$ cat config.mk
export PLATFORM = sky130hd
export DESIGN_NAME = aer_sample_sequencer
export DESIGN_NICKNAME = d
export VERILOG_FILES = /design/src/rtl/aer_sample_sequencer.sv
export SDC_FILE = /design/constraint.sdc
export NUM_CORES = 1
export LEC_CHECK = 0
export ABC_AREA = 1
export ABC_CLOCK_PERIOD_IN_PS = 2150
export CELL_PAD_IN_SITES_DETAIL_PLACEMENT = 1
export CELL_PAD_IN_SITES_GLOBAL_PLACEMENT = 2
export CORE_MARGIN = 2
export CORE_UTILIZATION = 27
export CTS_CLUSTER_SIZE = 30
export DETAILED_ROUTE_END_ITERATION = 8
export MAX_ROUTING_LAYER = met4
export PLACE_DENSITY = 0.83
export SLEW_MARGIN = 0
export SYNTH_ARGS = -nofsm -noshare
export SYNTH_HDL_FRONTEND = slang
export SYNTH_SLANG_ARGS = --single-unit
$ cat constraint.sdc
create_clock -name CLK -period 2.15 [get_ports CLK]
set_input_delay 0.43 -clock CLK [delete_from_list [all_inputs] [get_ports CLK]]
set_output_delay 0.43 -clock CLK [all_outputs]
set_load 0.05 [all_outputs]
$ cat src/rtl/aer_sample_sequencer.sv
// -----------------------------------------------------------------------------
// aer_sample_sequencer
//
// Plays one input sample into the SNN core's AER input port. Pixel intensities
// are read from an external synchronous sample RAM and rate-coded into spike
// events over TIME_STEP time steps. In step t, pixel n spikes when its
// intensity exceeds t * 2^SHIFT. Each step is closed by an end-of-step marker
// event on address TSTEP_ADDR. After the last step the sequencer waits for the
// core's sample-finished pulse, latches the core's goodness value and pulses
// DONE.
//
// Ports
//   CLK, RST          clock; asynchronous active-high reset
//   START             one-cycle start pulse, honoured only when idle
//   SAMPLE_IS_POS     sample polarity, latched on an accepted START
//   SAMPLE_IS_TRAIN   train/infer mode, latched on an accepted START
//   BUSY              sequencer is working on a sample
//   DONE              one-cycle pulse, GOODNESS is valid
//   PIX_REN/RADDR     sample RAM read port (address = pixel index)
//   PIX_RDATA         sample RAM data, valid one cycle after PIX_REN
//   AERIN_ADDR/REQ    4-phase AER event output to the core
//   AERIN_ACK         AER acknowledge from the core
//   IS_POS, IS_TRAIN  latched sample mode, held until the next START
//   CORE_DONE         core sample-finished pulse
//   CORE_GOODNESS     core goodness value, captured on CORE_DONE
//   GOODNESS          latched goodness value
// -----------------------------------------------------------------------------
module aer_sample_sequencer #(
   parameter int                 TIME_STEP       = 8,
   parameter int                 INPUT_NEURON    = 784,
   parameter int                 PIX_WIDTH       = 8,
   parameter int                 NEUR_ADDR_WIDTH = 10,
   parameter int                 AER_WIDTH       = 12,
   parameter logic [AER_WIDTH-1:0] TSTEP_ADDR    = 12'hFFF
) (
   input  logic                       CLK,
   input  logic                       RST,
   input  logic                       START,
   input  logic                       SAMPLE_IS_POS,
   input  logic                       SAMPLE_IS_TRAIN,
   output logic                       BUSY,
   output logic                       DONE,
   output logic                       PIX_REN,
   output logic [NEUR_ADDR_WIDTH-1:0] PIX_RADDR,
   input  logic [PIX_WIDTH-1:0]       PIX_RDATA,
   output logic [AER_WIDTH-1:0]       AERIN_ADDR,
   output logic                       AERIN_REQ,
   input  logic                       AERIN_ACK,
   output logic                       IS_POS,
   output logic                       IS_TRAIN,
   input  logic                       CORE_DONE,
   input  logic [31:0]                CORE_GOODNESS,
   output logic [31:0]                GOODNESS
);

   // Step counter width; a single-step configuration still needs one bit.
   localparam int TS_LOG = $clog2(TIME_STEP);
   localparam int TW     = (TS_LOG > 0) ? TS_LOG : 1;
   // Threshold scale: step t compares against t << SHIFT.
   localparam int SHIFT  = PIX_WIDTH - TS_LOG;

   typedef enum logic [2:0] {
      S_IDLE,
      S_READ,
      S_EVAL,
      S_REQ,
      S_ACKL,
      S_TSTEP,
      S_WAIT_DONE,
      S_FIN
   } state_t;

   state_t                     state, state_nx;
   logic [NEUR_ADDR_WIDTH-1:0] n_q;          // current pixel / neuron index
   logic [TW-1:0]              t_q;          // current time step
   logic [AER_WIDTH-1:0]       addr_q;       // event address held on the bus
   logic                       ev_tstep_q;   // in-flight event is the step marker
   logic                       pos_q;
   logic                       train_q;
   logic [31:0]                good_q;

   logic [PIX_WIDTH-1:0]       thr;
   logic                       spike;
   logic                       last_n;
   logic                       last_t;
   logic                       advance;

   assign thr    = PIX_WIDTH'(t_q) << SHIFT;
   assign spike  = (PIX_RDATA > thr);
   assign last_n = (n_q == NEUR_ADDR_WIDTH'(INPUT_NEURON - 1));
   assign last_t = (t_q == TW'(TIME_STEP - 1));

   // Move on to the next pixel: either a pixel did not spike, or its spike
   // handshake has fully returned to idle.
   assign advance = ((state == S_EVAL) && !spike) ||
                    ((state == S_ACKL) && !AERIN_ACK && !ev_tstep_q);

   // --------------------------------------------------------------------------
   // State register
   // --------------------------------------------------------------------------
   always_ff @(posedge CLK or posedge RST) begin
      if (RST) state <= S_IDLE;
      else     state <= state_nx;
   end

   // --------------------------------------------------------------------------
   // Next-state logic
   // --------------------------------------------------------------------------
   always_comb begin
      state_nx = state;
      case (state)
         S_IDLE:      if (START) state_nx = S_READ;
         S_READ:      state_nx = S_EVAL;
         S_EVAL: begin
            if (spike)       state_nx = S_REQ;
            else if (last_n) state_nx = S_TSTEP;
            else             state_nx = S_READ;
         end
         S_REQ:       if (AERIN_ACK) state_nx = S_ACKL;
         S_TSTEP:     if (AERIN_ACK) state_nx = S_ACKL;
         S_ACKL: begin
            if (!AERIN_ACK) begin
               if (ev_tstep_q) state_nx = last_t ? S_WAIT_DONE : S_READ;
               else            state_nx = last_n ? S_TSTEP : S_READ;
            end
         end
         S_WAIT_DONE: if (CORE_DONE) state_nx = S_FIN;
         S_FIN:       state_nx = S_IDLE;
         default:     state_nx = S_IDLE;
      endcase
   end

   // --------------------------------------------------------------------------
   // Outputs decoded from state. REQ comes straight from the state register so
   // an asynchronous reset drops it immediately.
   // --------------------------------------------------------------------------
   always_comb begin
      BUSY      = (state != S_IDLE);
      PIX_REN   = (state == S_READ);
      AERIN_REQ = (state == S_REQ) || (state == S_TSTEP);
      DONE      = (state == S_FIN);
   end

   assign PIX_RADDR  = n_q;
   assign AERIN_ADDR = addr_q;
   assign IS_POS     = pos_q;
   assign IS_TRAIN   = train_q;
   assign GOODNESS   = good_q;

   // --------------------------------------------------------------------------
   // Datapath: indices, event address, latched mode and goodness.
   // addr_q is only written in EVAL/ACKL, where REQ is low, so the address is
   // stable for the whole request phase.
   // --------------------------------------------------------------------------
   always_ff @(posedge CLK or posedge RST) begin
      if (RST) begin
         n_q        <= '0;
         t_q        <= '0;
         addr_q     <= '0;
         ev_tstep_q <= 1'b0;
         pos_q      <= 1'b0;
         train_q    <= 1'b0;
         good_q     <= '0;
      end else begin
         if ((state == S_IDLE) && START) begin
            pos_q   <= SAMPLE_IS_POS;
            train_q <= SAMPLE_IS_TRAIN;
            n_q     <= '0;
            t_q     <= '0;
         end

         if ((state == S_EVAL) && spike) begin
            addr_q     <= AER_WIDTH'(n_q);
            ev_tstep_q <= 1'b0;
         end

         if (advance) begin
            if (!last_n) begin
               n_q <= n_q + 1'b1;
            end else begin
               addr_q     <= TSTEP_ADDR;
               ev_tstep_q <= 1'b1;
            end
         end

         // End-of-step marker retired: rewind to pixel 0 of the next step.
         // On the final step t is left alone; WAIT_DONE does not use it.
         if ((state == S_ACKL) && !AERIN_ACK && ev_tstep_q) begin
            n_q <= '0;
            if (!last_t) t_q <= t_q + 1'b1;
         end

         if ((state == S_WAIT_DONE) && CORE_DONE) good_q <= CORE_GOODNESS;
      end
   end

endmodule

; ---- Word level (Yosys, flattened, before mapping)
; Cells that the tools add are included.
[totals]
mem_bits_rw = 0
latch_bits = 0
out_inout_bits = 60
romBits = 0
register_bits = 63
mem_count = 0
in_bits = 47
[op_classes]
div_mod_pow = 0
n_reduce_logical = 16
bitwise = 0
muxes = 22
shift = 0
add_sub_neg = 2
eq_ne = 13
n_lt_le_gt_ge = 1
mul = 0
[op_table]
columns = cell, n
row1 = $mux W10, 4
row2 = $mux W12, 3
row3 = $mux W3, 11
row4 = $pmux W3 S7, 1
row5 = $eq A3 B3 Y1 const B, 5
row6 = $add A10 B1 Y10 const B, 1
row7 = $eq A10 B10 Y1 const B, 1
row8 = $gt A8 B8 Y1, 1
row9 = $logic_and A1 B1 Y1, 7
row10 = $eq A3 B2 Y1 const B, 2
row11 = $ne A2 B2 Y1 const B, 3
row12 = $reduce_and A4 Y1, 1
row13 = $add A3 B1 Y3 const B, 1
row14 = $eq A3 B1 Y1 const B, 1
row15 = $logic_not A1 Y1, 3
row16 = $logic_not A3 Y1, 1
row17 = $mux W1, 3
row18 = $reduce_bool A3 Y1, 1
row19 = $logic_or A1 B1 Y1, 2
row20 = $ne A2 B1 Y1 const B, 1
row21 = $reduce_or A2 Y1, 1

; ---- Longest topological paths before layout
[depth]
ltp_word = 6
ltp_mapped = 12
ltp_nobuf = 11

; ---- Worst setup path after synthesis
; No wires, ideal clock.
[synth_timing]
kind = register to register
startpoint = register n_q[0] (netlist: PIX_RADDR[0])
endpoint = register n_q[1] (netlist: PIX_RADDR[1])
path_slack_ps = 359
setup_time_ps = 122
required_ps = 2028
arrival_ps = 1669
path_buffers = 0
path_stages_with_launch = 11
cell_sequence = dfrtp_1 > ha_1 > nand2_2 > nor2_2 > inv_2 > nor2_8 > nand2_1 > o21ai_0 > nand2_1 > nand2_1 > nor2_1
[synth_between]
elab_chain_len = 4
[synth_lines]
columns = item, line_no
row1 = "start, declared", 74  ; logic [NEUR_ADDR_WIDTH-1:0] n_q;
row2 = "start signal, assigned", 179  ; n_q <= n_q + 1'b1;
row3 = $add A10 B1 Y10 / $eq A10 B10 Y1 (equally long branches), "179, 90"
row4 = $mux W10 (*), 178  ; if (!last_n) begin
row5 = $mux W10 (*), 177  ; if (advance) begin
row6 = $mux W10 (*), 188  ; if ((state == S_ACKL) && !AERIN_ACK && ev_tstep_q) begin
; Every way passes the cells marked *; elsewhere a longest branch is shown, timed or not.
; A chain may end at the register's enable or synchronous reset.

; ---- Final worst setup path
[layout_timing]
startpoint = register n_q[3] (netlist: PIX_RADDR[3])
endpoint = output PIX_RADDR[3]
[layout_rtl]
columns = item, line_no
row1 = "end, declared", 44  ; output logic [NEUR_ADDR_WIDTH-1:0] PIX_RADDR,
; No word-level cell between the ends.

==> reports/results.tsv <==
stage	metric	value	unit
clocking	Longest Clk Path Bufs	2	
clocking	Clk pin slew, worst setup/hold paths	0.05	ns
placement	routability cong.	0.777	
sta	unrepaired setup endpoints after global routing	no	
clocking	worst-skew pair later-pin latency	0.33	ns
die	Initial Util	0.279	
die	Die Span X	113	um
yosys	largest family of logic cells by synthesized area	simple AND/OR/NAND/NOR gates	
die	Core ar.	0.0116	mm^2
clocking	TritonCTS buffer count	9	
yosys	number of synthesized register bits	63	
worst_hold_path	Hold Crit Class	reg2reg	
pwr	sequential power share	0.264	
clocking	H-tree Lvls	3	
pwr	Cell Int Power	4.10	mW
yosys	Synth Area in XOR/XNOR	0.00813	
finish	Antenna diodes	0	
pwr	pwr dens	1590	mW/mm^2
yosys	number of synthesis warnings	0	
yosys	synthesized cell area	0.00323	mm^2
worst_setup_path	CP bufs+invs	1	
status	failing checks	design-rule violations	
clocking	clock root cell	clkbuf_16	
yosys	post-synth top area share	0.488	
yosys	Synth Area in Simple Gates	0.213	
worst_setup_path	critical path fanouts, max	5	
finish	Post-layout nets	500	
global_routing	first-pass GRT wire length	15900	um
die	die area	0.0129	mm^2
pwr	LEAKAGE	2.37	nW
placement	pre-CTS setup slack	-0.0268	ns
pwr	sw frac	0.462	
clocking	Post-CTS Resized	0	
yosys	Synth Area per Inst	9.85	um^2
global_routing	largest net degree at the start of global routing	34	
yosys	adder-cell share of the synthesized area	0.0232	
sta	Setup Skew	0.00598	ns
yosys	asr flop ratio synth	1.00	
sta	final setup fails	0	
routing	vias per cell	4.64	
sta	minimum clock period	2.09	ns
finish	fill count	1327	
finish	leading cell type in the layout, fill and taps excluded	clkdlybuf4s50_1	
sta	Slew Viols, Final	0	
sta	Final Hold Fails	0	
yosys	Main synth FF type	dfrtp_1	
sta	fmax	477	MHz
sta	slew margin rel.	0.624	
yosys	Netlist cell types	27	
routing	First-pass DRT Iterations	6	
placement	hpwl dp	6960	um
sta	period utilisation layout	0.974	
status	status	finished, violations left	
yosys	Syn Nets	381	
pwr	Clk pwr share	0.188	
finish	Non-Filler Instances	595	
yosys	Synth area leader	dfrtp_1	
worst_setup_path	Crit path largest cell delay	0.86	ns
worst_setup_path	Worst Setup End Kind	primary output	
die	die height	113	um
clocking	Clock Sinks	63	
pwr	Peak VDD IR	0.722	mV
worst_setup_path	crit path DAT	1.66	ns
global_routing	vias in the first global route	3018	
global_routing	GRT Total Usage	0.162	
worst_setup_path	CP required	1.72	ns
finish	fraction of layout cells with a size suffix above 1	0.188	
clocking	Hold Buf Count CTS	0	
clocking	CTS tree	done	
global_routing	initial antenna violation count	0	
worst_setup_path	Cell Chain, Critical Path	clkdlybuf4s50_1	
sta	Hold WS	0.480	ns
worst_setup_path	slowest CP cell	clkdlybuf4s50_1	
finish	synthesis-to-layout area growth	48.4	%
yosys	cell count after synthesis	328	
yosys	Post-synth EDFFs	0	
routing	DRC	1	
run	Max-Cap Viols	0	
routing	vias post-DR	2763	
clocking	setup bufs post-CTS	0	
worst_setup_path	R2R Setup Slk	0.41	ns
pwr	combinational share of power	0.549	
sta	Setup WS post-layout	0.0551	ns
worst_setup_path	critical path class	reg2out	
worst_setup_path	critical path's top delay family	buffers and inverters	
placement	placed instance area	0.00450	mm^2
sta	setup tns final	0	ns
placement	placed cell count	579	
pwr	P_sw	3.52	mW
die	Row Count	39	
die	IO Count	107	
placement	# port buffers	106	
yosys	sequential area share after synthesis	0.488	
sta	Tightest Pin Transition	0.563	ns
finish	Design Area, Final	0.00479	mm^2
worst_setup_path	Startpoint Class	register	
yosys	Synth area leaders	dfrtp_1 49%, mux2_4 14%, nand2_1 10%	
yosys	Synth Area in Compound Gates	0.0500	
routing	wire per inst	16.0	um
routing	DRT iter0 DRCs	99	
yosys	mux cell area share after synthesis	0.153	
routing	drt total wl	9500	um
routing	antenna-violating nets left	0	
finish	most frequent cells in the layout	98 x clkdlybuf4s50_1, 88 x nand2_1, 63 x dfrtp_1	
global_routing	Congestion Overflow GR	0	
[routing by layer]
| metal | share of wire | GRT usage |
|---|---|---|
| met1 | 0.48 | 0.201 |
| met2 | 0.45 | 0.257 |
| met3 | 0.061 | 0.0569 |
| met4 | 0.0076 | 0.0358 |
| met5 | 0 | - |
[power by group through the flow]
stage / clock (mW) / sequential (mW) / combinational (mW)
after global routing: 1.54 / 2.08 / 4.43
after global placement: 0 / 2.00 / 4.14
final: 1.43 / 2.01 / 4.18
after CTS: 1.48 / 2.02 / 4.21
after detailed placement: 0 / 2.04 / 4.18
after floorplan: 0 / 3.45 / 1.33
[synth_stat cells (2+ instances only)]
library cell,number
nand2_1,88
dfrtp_1,63
mux2_4,30
inv_1,28
nand3_1,25
nor2_1,25
o21ai_0,12
o211ai_1,8
buf_6,6
ha_1,6
nand4_1,5
buf_2,4
mux2_2,4
inv_2,3
nand2_2,3
xor2_1,3
a21oi_1,2
nand3_2,2
nor2_2,2
o21ai_2,2
[final cells by class]
class,instances,area (um^2),area share
tap,143,179,0.0373
multi-input combinational,223,1450,0.302
inverter,32,120,0.0251
timing repair buffer,118,1180,0.246
sequential,63,1580,0.329
clock inverter,6,61.3,0.0128
clock buffer,10,229,0.0478
[sequential cells by signal (all words and copies together), names as in the netlist]
| name | cells |
|---|---|
| GOODNESS | 32 |
| AERIN_ADDR | 12 |
| PIX_RADDR | 10 |
| state | 3 |
| t_q | 3 |
| IS_POS | 1 |
| IS_TRAIN | 1 |
| ev_tstep_q | 1 |
[stage by stage]
step,utilization,power (mW)
after floorplan,-,4.78
after CTS,0.414,7.71
after detailed placement,0.389,6.22
after global routing,0.414,8.05
final,0.414,7.62
after global placement,0.389,6.15
[logic make-up (layout without fill, tap and decap cells)]
group,after synthesis,count (layout)
adder cells (fa/ha/maj),6,6
buffers and inverters,42,166
flip-flops,63,63
XOR/XNOR,3,3
multiplexers,34,34
AO/OA/AOI/OAI,26,26
AND/OR/NAND/NOR,154,154
[path summary, 6_finish.rpt]
path                                start              to  cells past startpoint
max in group asynchronous             RST    PIX_RADDR[1]                      3
min in group asynchronous             RST   AERIN_ADDR[9]                      3
max reg2reg                  PIX_RADDR[0]    PIX_RADDR[1]                     10
min                        AERIN_ADDR[10]  AERIN_ADDR[10]                      2
max                          PIX_RADDR[3]    PIX_RADDR[3]                      1
min reg2reg                AERIN_ADDR[10]  AERIN_ADDR[10]                      2
Power figures use the tool's default switching activity.
